## src/rtl/sb_arbiter_if.sv

```systemverilog
// Per-master system-bus port of sb_arbiter.
// Handshake: the master raises req with addr/wr/wdata and holds them stable until gnt pulses for one
// cycle; gnt is the only accept indication. read_valid and err are one-cycle response pulses, and
// read_data holds its value between read_valid pulses.
interface sb_arbiter_if;
  logic [31:0] addr;
  logic        req;
  logic        wr;
  logic [31:0] wdata;
  logic        gnt;
  logic [31:0] read_data;
  logic        read_valid;
  logic        err;

  modport master (
    output addr, req, wr, wdata,
    input  gnt, read_data, read_valid, err
  );

  modport slave (
    input  addr, req, wr, wdata,
    output gnt, read_data, read_valid, err
  );
endinterface

```

## src/rtl/sb_arbiter.sv

```systemverilog
// Round-robin arbiter and address decoder: two bus masters onto a read-only ROM and a RAM,
// one outstanding transaction, error responses for illegal accesses and read timeouts.
module sb_arbiter #(
  parameter logic [31:0] ROM_BASE = 32'h0000_0000,
  parameter int          ROM_AW   = 16,
  parameter logic [31:0] RAM_BASE = 32'h1000_0000,
  parameter int          RAM_AW   = 16,
  parameter int          TIMEOUT  = 255
) (
  input  logic        clk,
  input  logic        rst,
  sb_arbiter_if.slave m0,
  sb_arbiter_if.slave m1,
  output logic        rom_req,
  output logic [31:0] rom_addr,
  input  logic [31:0] rom_read_data,
  input  logic        rom_read_valid,
  output logic        ram_req,
  output logic        ram_wr,
  output logic [31:0] ram_addr,
  output logic [31:0] ram_wdata,
  input  logic [31:0] ram_read_data,
  input  logic        ram_read_valid,
  output logic [1:0]  dbg_state_o
);

  typedef enum logic [1:0] {
    S_IDLE  = 2'd0,
    S_ISSUE = 2'd1,
    S_ERR   = 2'd2,
    S_WAIT  = 2'd3
  } state_e;

  localparam int          CW       = (TIMEOUT > 1) ? $clog2(TIMEOUT) : 1;
  localparam logic [31:0] ROM_MASK = 32'((64'd1 << ROM_AW) - 64'd1);
  localparam logic [31:0] RAM_MASK = 32'((64'd1 << RAM_AW) - 64'd1);

  logic [1:0]       m_req;
  logic [1:0]       m_wr;
  logic [1:0][31:0] m_addr;
  logic [1:0][31:0] m_wdata;

  assign m_req   = {m1.req, m0.req};
  assign m_wr    = {m1.wr, m0.wr};
  assign m_addr  = {m1.addr, m0.addr};
  assign m_wdata = {m1.wdata, m0.wdata};

  state_e           state_q, state_d;
  logic             last_q, last_d;
  logic             own_q, own_d;
  logic             sel_ram_q, sel_ram_d;
  logic             wr_q, wr_d;
  logic [CW-1:0]    cnt_q, cnt_d;
  logic [1:0]       gnt_q, gnt_d;
  logic [1:0]       err_q, err_d;
  logic [1:0]       rvalid_q, rvalid_d;
  logic [1:0][31:0] rdata_q, rdata_d;
  logic             rom_req_q, rom_req_d;
  logic [31:0]      rom_addr_q, rom_addr_d;
  logic             ram_req_q, ram_req_d;
  logic             ram_wr_q, ram_wr_d;
  logic [31:0]      ram_addr_q, ram_addr_d;
  logic [31:0]      ram_wdata_q, ram_wdata_d;

  // The master that did not win last time wins a tie; a lone requester always wins.
  logic        win;
  logic [31:0] win_addr;
  logic        win_wr;
  logic        rom_hit;
  logic        ram_hit;
  logic        slv_valid;
  logic [31:0] slv_data;

  assign win       = (m_req[0] & m_req[1]) ? ~last_q : m_req[1];
  assign win_addr  = m_addr[win];
  assign win_wr    = m_wr[win];
  assign rom_hit   = (win_addr[31:ROM_AW] == ROM_BASE[31:ROM_AW]);
  assign ram_hit   = (win_addr[31:RAM_AW] == RAM_BASE[31:RAM_AW]);
  assign slv_valid = sel_ram_q ? ram_read_valid : rom_read_valid;
  assign slv_data  = sel_ram_q ? ram_read_data : rom_read_data;

  // Outputs are computed one cycle ahead and registered, so ISSUE/ERR pulses line up with the state.
  always_comb begin
    state_d     = state_q;
    last_d      = last_q;
    own_d       = own_q;
    sel_ram_d   = sel_ram_q;
    wr_d        = wr_q;
    cnt_d       = cnt_q;
    gnt_d       = '0;
    err_d       = '0;
    rvalid_d    = '0;
    rdata_d     = rdata_q;
    rom_req_d   = 1'b0;
    rom_addr_d  = '0;
    ram_req_d   = 1'b0;
    ram_wr_d    = 1'b0;
    ram_addr_d  = '0;
    ram_wdata_d = '0;

    unique case (state_q)
      S_IDLE: begin
        if (|m_req) begin
          own_d      = win;
          last_d     = win;
          wr_d       = win_wr;
          cnt_d      = '0;
          gnt_d[win] = 1'b1;
          if (rom_hit && !win_wr) begin
            state_d    = S_ISSUE;
            sel_ram_d  = 1'b0;
            rom_req_d  = 1'b1;
            rom_addr_d = win_addr & ROM_MASK;
          end else if (!rom_hit && ram_hit) begin
            state_d     = S_ISSUE;
            sel_ram_d   = 1'b1;
            ram_req_d   = 1'b1;
            ram_wr_d    = win_wr;
            ram_addr_d  = win_addr & RAM_MASK;
            ram_wdata_d = m_wdata[win];
          end else begin
            state_d    = S_ERR;
            err_d[win] = 1'b1;
          end
        end
      end
      S_ISSUE: state_d = wr_q ? S_IDLE : S_WAIT;
      S_ERR:   state_d = S_IDLE;
      S_WAIT: begin
        if (slv_valid) begin
          state_d          = S_IDLE;
          rvalid_d[own_q]  = 1'b1;
          rdata_d[own_q]   = slv_data;
        end else if (cnt_q == CW'(TIMEOUT - 1)) begin
          state_d      = S_IDLE;
          err_d[own_q] = 1'b1;
        end else begin
          cnt_d = cnt_q + CW'(1);
        end
      end
      default: state_d = S_IDLE;
    endcase
  end

  always_ff @(posedge clk) begin
    if (!rst) begin
      state_q     <= S_IDLE;
      last_q      <= 1'b1;
      own_q       <= 1'b0;
      sel_ram_q   <= 1'b0;
      wr_q        <= 1'b0;
      cnt_q       <= '0;
      gnt_q       <= '0;
      err_q       <= '0;
      rvalid_q    <= '0;
      rdata_q     <= '0;
      rom_req_q   <= 1'b0;
      rom_addr_q  <= '0;
      ram_req_q   <= 1'b0;
      ram_wr_q    <= 1'b0;
      ram_addr_q  <= '0;
      ram_wdata_q <= '0;
    end else begin
      state_q     <= state_d;
      last_q      <= last_d;
      own_q       <= own_d;
      sel_ram_q   <= sel_ram_d;
      wr_q        <= wr_d;
      cnt_q       <= cnt_d;
      gnt_q       <= gnt_d;
      err_q       <= err_d;
      rvalid_q    <= rvalid_d;
      rdata_q     <= rdata_d;
      rom_req_q   <= rom_req_d;
      rom_addr_q  <= rom_addr_d;
      ram_req_q   <= ram_req_d;
      ram_wr_q    <= ram_wr_d;
      ram_addr_q  <= ram_addr_d;
      ram_wdata_q <= ram_wdata_d;
    end
  end

  assign m0.gnt        = gnt_q[0];
  assign m0.err        = err_q[0];
  assign m0.read_valid = rvalid_q[0];
  assign m0.read_data  = rdata_q[0];
  assign m1.gnt        = gnt_q[1];
  assign m1.err        = err_q[1];
  assign m1.read_valid = rvalid_q[1];
  assign m1.read_data  = rdata_q[1];

  assign rom_req     = rom_req_q;
  assign rom_addr    = rom_addr_q;
  assign ram_req     = ram_req_q;
  assign ram_wr      = ram_wr_q;
  assign ram_addr    = ram_addr_q;
  assign ram_wdata   = ram_wdata_q;
  assign dbg_state_o = state_q;

endmodule
```

## src/flat_wrapper.sv

```systemverilog
// flat-port wrapper written by rule: the top's interface ports become plain ports
module sb_arbiter_flat 
#(
  parameter logic [31:0] ROM_BASE = 32'h0000_0000,
  parameter int          ROM_AW   = 16,
  parameter logic [31:0] RAM_BASE = 32'h1000_0000,
  parameter int          RAM_AW   = 16,
  parameter int          TIMEOUT  = 255
)
  (clk, rst, rom_req, rom_addr, rom_read_data, rom_read_valid, ram_req, ram_wr, ram_addr, ram_wdata, ram_read_data, ram_read_valid, dbg_state_o, m0_addr, m0_req, m0_wr, m0_wdata, m0_gnt, m0_read_data, m0_read_valid, m0_err, m1_addr, m1_req, m1_wr, m1_wdata, m1_gnt, m1_read_data, m1_read_valid, m1_err);
  sb_arbiter_if m0_i ();
  sb_arbiter_if m1_i ();
  input  logic clk;
  input  logic rst;
  output logic rom_req;
  output logic [31:0] rom_addr;
  input  logic [31:0] rom_read_data;
  input  logic rom_read_valid;
  output logic ram_req;
  output logic ram_wr;
  output logic [31:0] ram_addr;
  output logic [31:0] ram_wdata;
  input  logic [31:0] ram_read_data;
  input  logic ram_read_valid;
  output logic [1:0] dbg_state_o;
  input wire logic [$bits(m0_i.addr)-1:0] m0_addr;
  input wire logic [$bits(m0_i.req)-1:0] m0_req;
  input wire logic [$bits(m0_i.wr)-1:0] m0_wr;
  input wire logic [$bits(m0_i.wdata)-1:0] m0_wdata;
  output wire logic [$bits(m0_i.gnt)-1:0] m0_gnt;
  output wire logic [$bits(m0_i.read_data)-1:0] m0_read_data;
  output wire logic [$bits(m0_i.read_valid)-1:0] m0_read_valid;
  output wire logic [$bits(m0_i.err)-1:0] m0_err;
  input wire logic [$bits(m1_i.addr)-1:0] m1_addr;
  input wire logic [$bits(m1_i.req)-1:0] m1_req;
  input wire logic [$bits(m1_i.wr)-1:0] m1_wr;
  input wire logic [$bits(m1_i.wdata)-1:0] m1_wdata;
  output wire logic [$bits(m1_i.gnt)-1:0] m1_gnt;
  output wire logic [$bits(m1_i.read_data)-1:0] m1_read_data;
  output wire logic [$bits(m1_i.read_valid)-1:0] m1_read_valid;
  output wire logic [$bits(m1_i.err)-1:0] m1_err;
  assign m0_i.addr = m0_addr;
  assign m0_i.req = m0_req;
  assign m0_i.wr = m0_wr;
  assign m0_i.wdata = m0_wdata;
  assign m0_gnt = m0_i.gnt;
  assign m0_read_data = m0_i.read_data;
  assign m0_read_valid = m0_i.read_valid;
  assign m0_err = m0_i.err;
  assign m1_i.addr = m1_addr;
  assign m1_i.req = m1_req;
  assign m1_i.wr = m1_wr;
  assign m1_i.wdata = m1_wdata;
  assign m1_gnt = m1_i.gnt;
  assign m1_read_data = m1_i.read_data;
  assign m1_read_valid = m1_i.read_valid;
  assign m1_err = m1_i.err;
  sb_arbiter #(.ROM_BASE(ROM_BASE), .ROM_AW(ROM_AW), .RAM_BASE(RAM_BASE), .RAM_AW(RAM_AW), .TIMEOUT(TIMEOUT)) u_core (.clk(clk), .rst(rst), .m0(m0_i), .m1(m1_i), .rom_req(rom_req), .rom_addr(rom_addr), .rom_read_data(rom_read_data), .rom_read_valid(rom_read_valid), .ram_req(ram_req), .ram_wr(ram_wr), .ram_addr(ram_addr), .ram_wdata(ram_wdata), .ram_read_data(ram_read_data), .ram_read_valid(ram_read_valid), .dbg_state_o(dbg_state_o));
endmodule
```

## config.mk

```make
export PLATFORM = sky130hd
export DESIGN_NAME = sb_arbiter_flat
export DESIGN_NICKNAME = d
export VERILOG_FILES = /design/src/rtl/sb_arbiter_if.sv /design/src/rtl/sb_arbiter.sv /design/src/flat_wrapper.sv
export SDC_FILE = /design/constraint.sdc
export NUM_CORES = 1
export LEC_CHECK = 0
export CORE_MARGIN = 10
export CORE_UTILIZATION = 38
export DETAILED_ROUTE_END_ITERATION = 7
export GPL_ROUTABILITY_DRIVEN = 1
export PLACE_DENSITY = 0.81
export SETUP_SLACK_MARGIN = 0.2
export SLEW_MARGIN = 20
export SYNTH_ARGS = -nofsm -noshare
export SYNTH_HDL_FRONTEND = slang
export SYNTH_SLANG_ARGS = --single-unit
```

## constraint.sdc

```tcl
create_clock -name clk -period 2.4 [get_ports clk]
set_input_delay 0.6 -clock clk [delete_from_list [all_inputs] [get_ports clk]]
set_output_delay 0.6 -clock clk [all_outputs]
set_load 0.1 [all_outputs]
```

==> impl_results.md <==
* First-pass GRT wire length at 34,530 um
* Seq/Total Area, Yosys at 48.41%
* Layout cell share with drive strength beyond 1 at 27.81%
* Boundary pin count at 371
* Root Buffer: clkbuf_16
* # hold bufs at CTS at 0
* H-tree levels at 4
* Normalized max-slew margin at 60.82%
* Final WS setup at 0.1719 ns
* Number of synthesized flops with an enable pin at 0
* Largest family of logic cells by synthesized area: compound AO/OA/AOI/OAI gates
* Area leader, netlist: dfxtp_1
* DRT iter0 DRCs at 240
* Synthesis-to-layout area growth at 68.30%
* Largest stage delay on the critical path at 0.65 ns
* Vias in the first global route at 6,048
* Leak at 5.303 nW
* Total GRT Usage at 20.24%
* Hold WS at 0.4980 ns
* Synth top cells by count: 151 x dfxtp_1, 133 x nand2_1, 66 x o211a_1
* Clock Path Buffers at 2
* Fmax at 448.8 MHz
* Syn avg cell area at 9.667 um^2
* Max FO, Critical Path at 9
* CTS sink count at 151
* Fin util at 65.69%
* CTS tree: yes
* Mapped cell area at 6245 um^2
* Final setup vio count at 0
* Num rows at 46
* Measured slew at the worst slew-check pin at 0.5877 ns
* WP data required at 2.75 ns
* Setup Skew at 0.01077 ns
* Mapped Cells at 646
* Type of the worst setup path: input port to register
* Main flop type after synthesis: dfxtp_1
* R2R setup slack at 0.34 ns
* Number of max-cap violations at 0
* Most frequent cell after synthesis: dfxtp_1
* Synth Area in XOR/XNOR at 0.5610%
* Crit path time final at 2.228 ns
* Detailed placement HPWL at 18,480 um
* Detailed Routing Iterations Pass 1 at 4
* Detail Route Antenna Nets at 0
* Tcrit/Tclk final at 92.84%
* DP Area at 9524 um^2
* Vias post-DR at 6,027
* Routed len/inst at 20.01 um
* FFs w/ async S/R, synth at 0%
* Arrival @ worst endpoint at 2.58 ns
* #FFs+latches synth at 151
* VDD IR max at 0.0005257 V
* Largest net degree at the start of global routing at 66
* DP Worst Slack at -0.5422 ns
* Finished Cell Area at 10,510 um^2
* Chip height at 148.2 um
* Hold/Removal Path Class: register to register
* DR vias/cell at 4.896
* Post-Synth Simple-Gate Area at 14.21%
* Max-slew violations at 0
* Setup crit end kind: register
* Die Width at 148.2 um
* Port Buf Inserts at 338
* Adder and majority cell fraction of the synthesized area at 1.002%
* Outcome: complete, no violations
* CP cell instances: clkdlybuf4s50_1 -> nor3_2 -> nand4_1 -> and2_4 -> or4_4 -> clkbuf_16 -> nor2_1
* Drt drc at 0
* Clk pin slew, worst setup/hold paths at 0.06 ns
* GP Congestion at 0.9017
* Mux share of post-synthesis cell area at 8.375%
* PD cells at 616.2 nW/um^2
* Synth top area cells: dfxtp_1 48%, o211a_1 11%, mux2i_1 8.0%, nand2_1 8.0%, a21oi_2 4.5%
* Unrepaired setup endpoints after global routing: no
* Total CTS buffers at 17
* Synth Area in Compound Gates at 19.07%
* Initial Util at 39.03%
* Hold Vio Cnt, Final at 0
* Latest clock arrival within the worst-skew pair at 0.42 ns
* Initial antenna violation count at 1
* Setup crit start kind: input port
* Core box area at 16,000 um^2
* Ys Warns at 0
* Nets@finish at 1,206
* Yosys top cell area share at 48.41%
* DIE AREA at 21,960 um^2
* Synth unique cells at 48
* Crit-path slowest cell: or4_4
* Total wire length at 24,630 um
* Gr ovfl total at 0
flip-flops by register name, indices dropped and copies added (netlist names):
signal	flops
u_core.m0.read_data	32
u_core.m1.read_data	32
u_core.ram_wdata	32
u_core.ram_addr	16
u_core.rom_addr	16
u_core.cnt_q	8
u_core.dbg_state_o	2
u_core.err_q	2
u_core.gnt_q	2
u_core.rvalid_q	2
u_core.last_q	1
u_core.own_q	1
u_core.ram_req	1
u_core.ram_wr	1
u_core.rom_req	1
u_core.sel_ram_q	1
u_core.wr_q	1
critical path: cells and delay by family:
| family | cells | cell delay, ns |
|---|---|---|
| buffers and inverters | 2 | 0.64 |
| AND/OR/NAND/NOR | 5 | 1.34 |
logic make-up (layout without fill, tap and decap cells):
group,count (synthesis),after routing
other,1,33
AOI/OAI and AO/OA,132,132
adders and majority gates,5,5
muxes,51,51
DFF,151,151
buffers and inverters,90,427
and+or+nand+nor,212,212
xor gates and xnor gates,4,4
layout by cell type (no fill, tap or decap), drive strengths merged, types with 4 or more instances in the layout:
master and instances:
buf 181, clkdlybuf4s50 180, dfxtp 151, nand2 133, o211a 66, mux2i 51, nor2 43, a21oi 37
conb 32, clkbuf 24, dlymetal6s2s 18, inv 13, nor4 7, o21ai 7, and2 5, a21boi 5
ha 5, nand3 4, xnor2 4, clkinv 4, bufinv 4, nor3 4
repair_timing:
action,CTS,global route
cloned,2,5
endpoints found under the setup margin,70,72
resized for setup,14,37
pin swaps,1,12
setup buffers,1,3
path summary, 6_finish.rpt:
check	start	endpoint	cells past startpoint
min reg2reg	u_core.m0.read_data[9]	u_core.m0.read_data[9]	1
max reg2reg	u_core.last_q	u_core.ram_addr[11]	6
min	u_core.m0.read_data[9]	u_core.m0.read_data[9]	1
max	m0_addr[31]	u_core.ram_addr[11]	7
power breakdown:
part / internal [mW] / switching, mW / leakage (nW)
clock: 1.75 / 1.09 / 0.294
sequential: 2.53 / 0.0188 / 1.22
combinational: 0.434 / 0.648 / 3.79
total: 4.72 / 1.76 / 5.30
final cells by class:
class / instances / area (um^2)
multi-input cells: 436 / 2927
repair buffers: 384 / 3610
inverters: 11 / 41.29
clock inverters: 13 / 195.2
well taps: 216 / 270.3
fillers: 1282 / 5490
clock buffers: 19 / 432.9
diodes: 1 / 2.502
flip-flops and latches: 151 / 3032
layer usage:
layer | vias to the layer above | part of all wire (%) | GRT usage, %
li1 | 2866 | - | -
met1 | 2846 | 38 | 20.75
met2 | 278 | 50 | 35.26
met3 | 37 | 9.8 | 8.738
met4 | 0 | 3.0 | 8.722
met5 | - | 0 | 0
metrics by stage:
| step | power [mW] | TNS [ns] | instances |
|---|---|---|---|
| after floorplan | 3.240 | 0 | 677 |
| after global placement | 3.659 | -28.96 | 1187 |
| after detailed placement | 3.665 | -31.55 | 1187 |
| after CTS | 6.504 | 0 | 1222 |
| after global routing | 6.682 | 0 | 1231 |
| final | 6.477 | 0 | 1231 |
No activity file was read; power rests on OpenSTA's default activity.
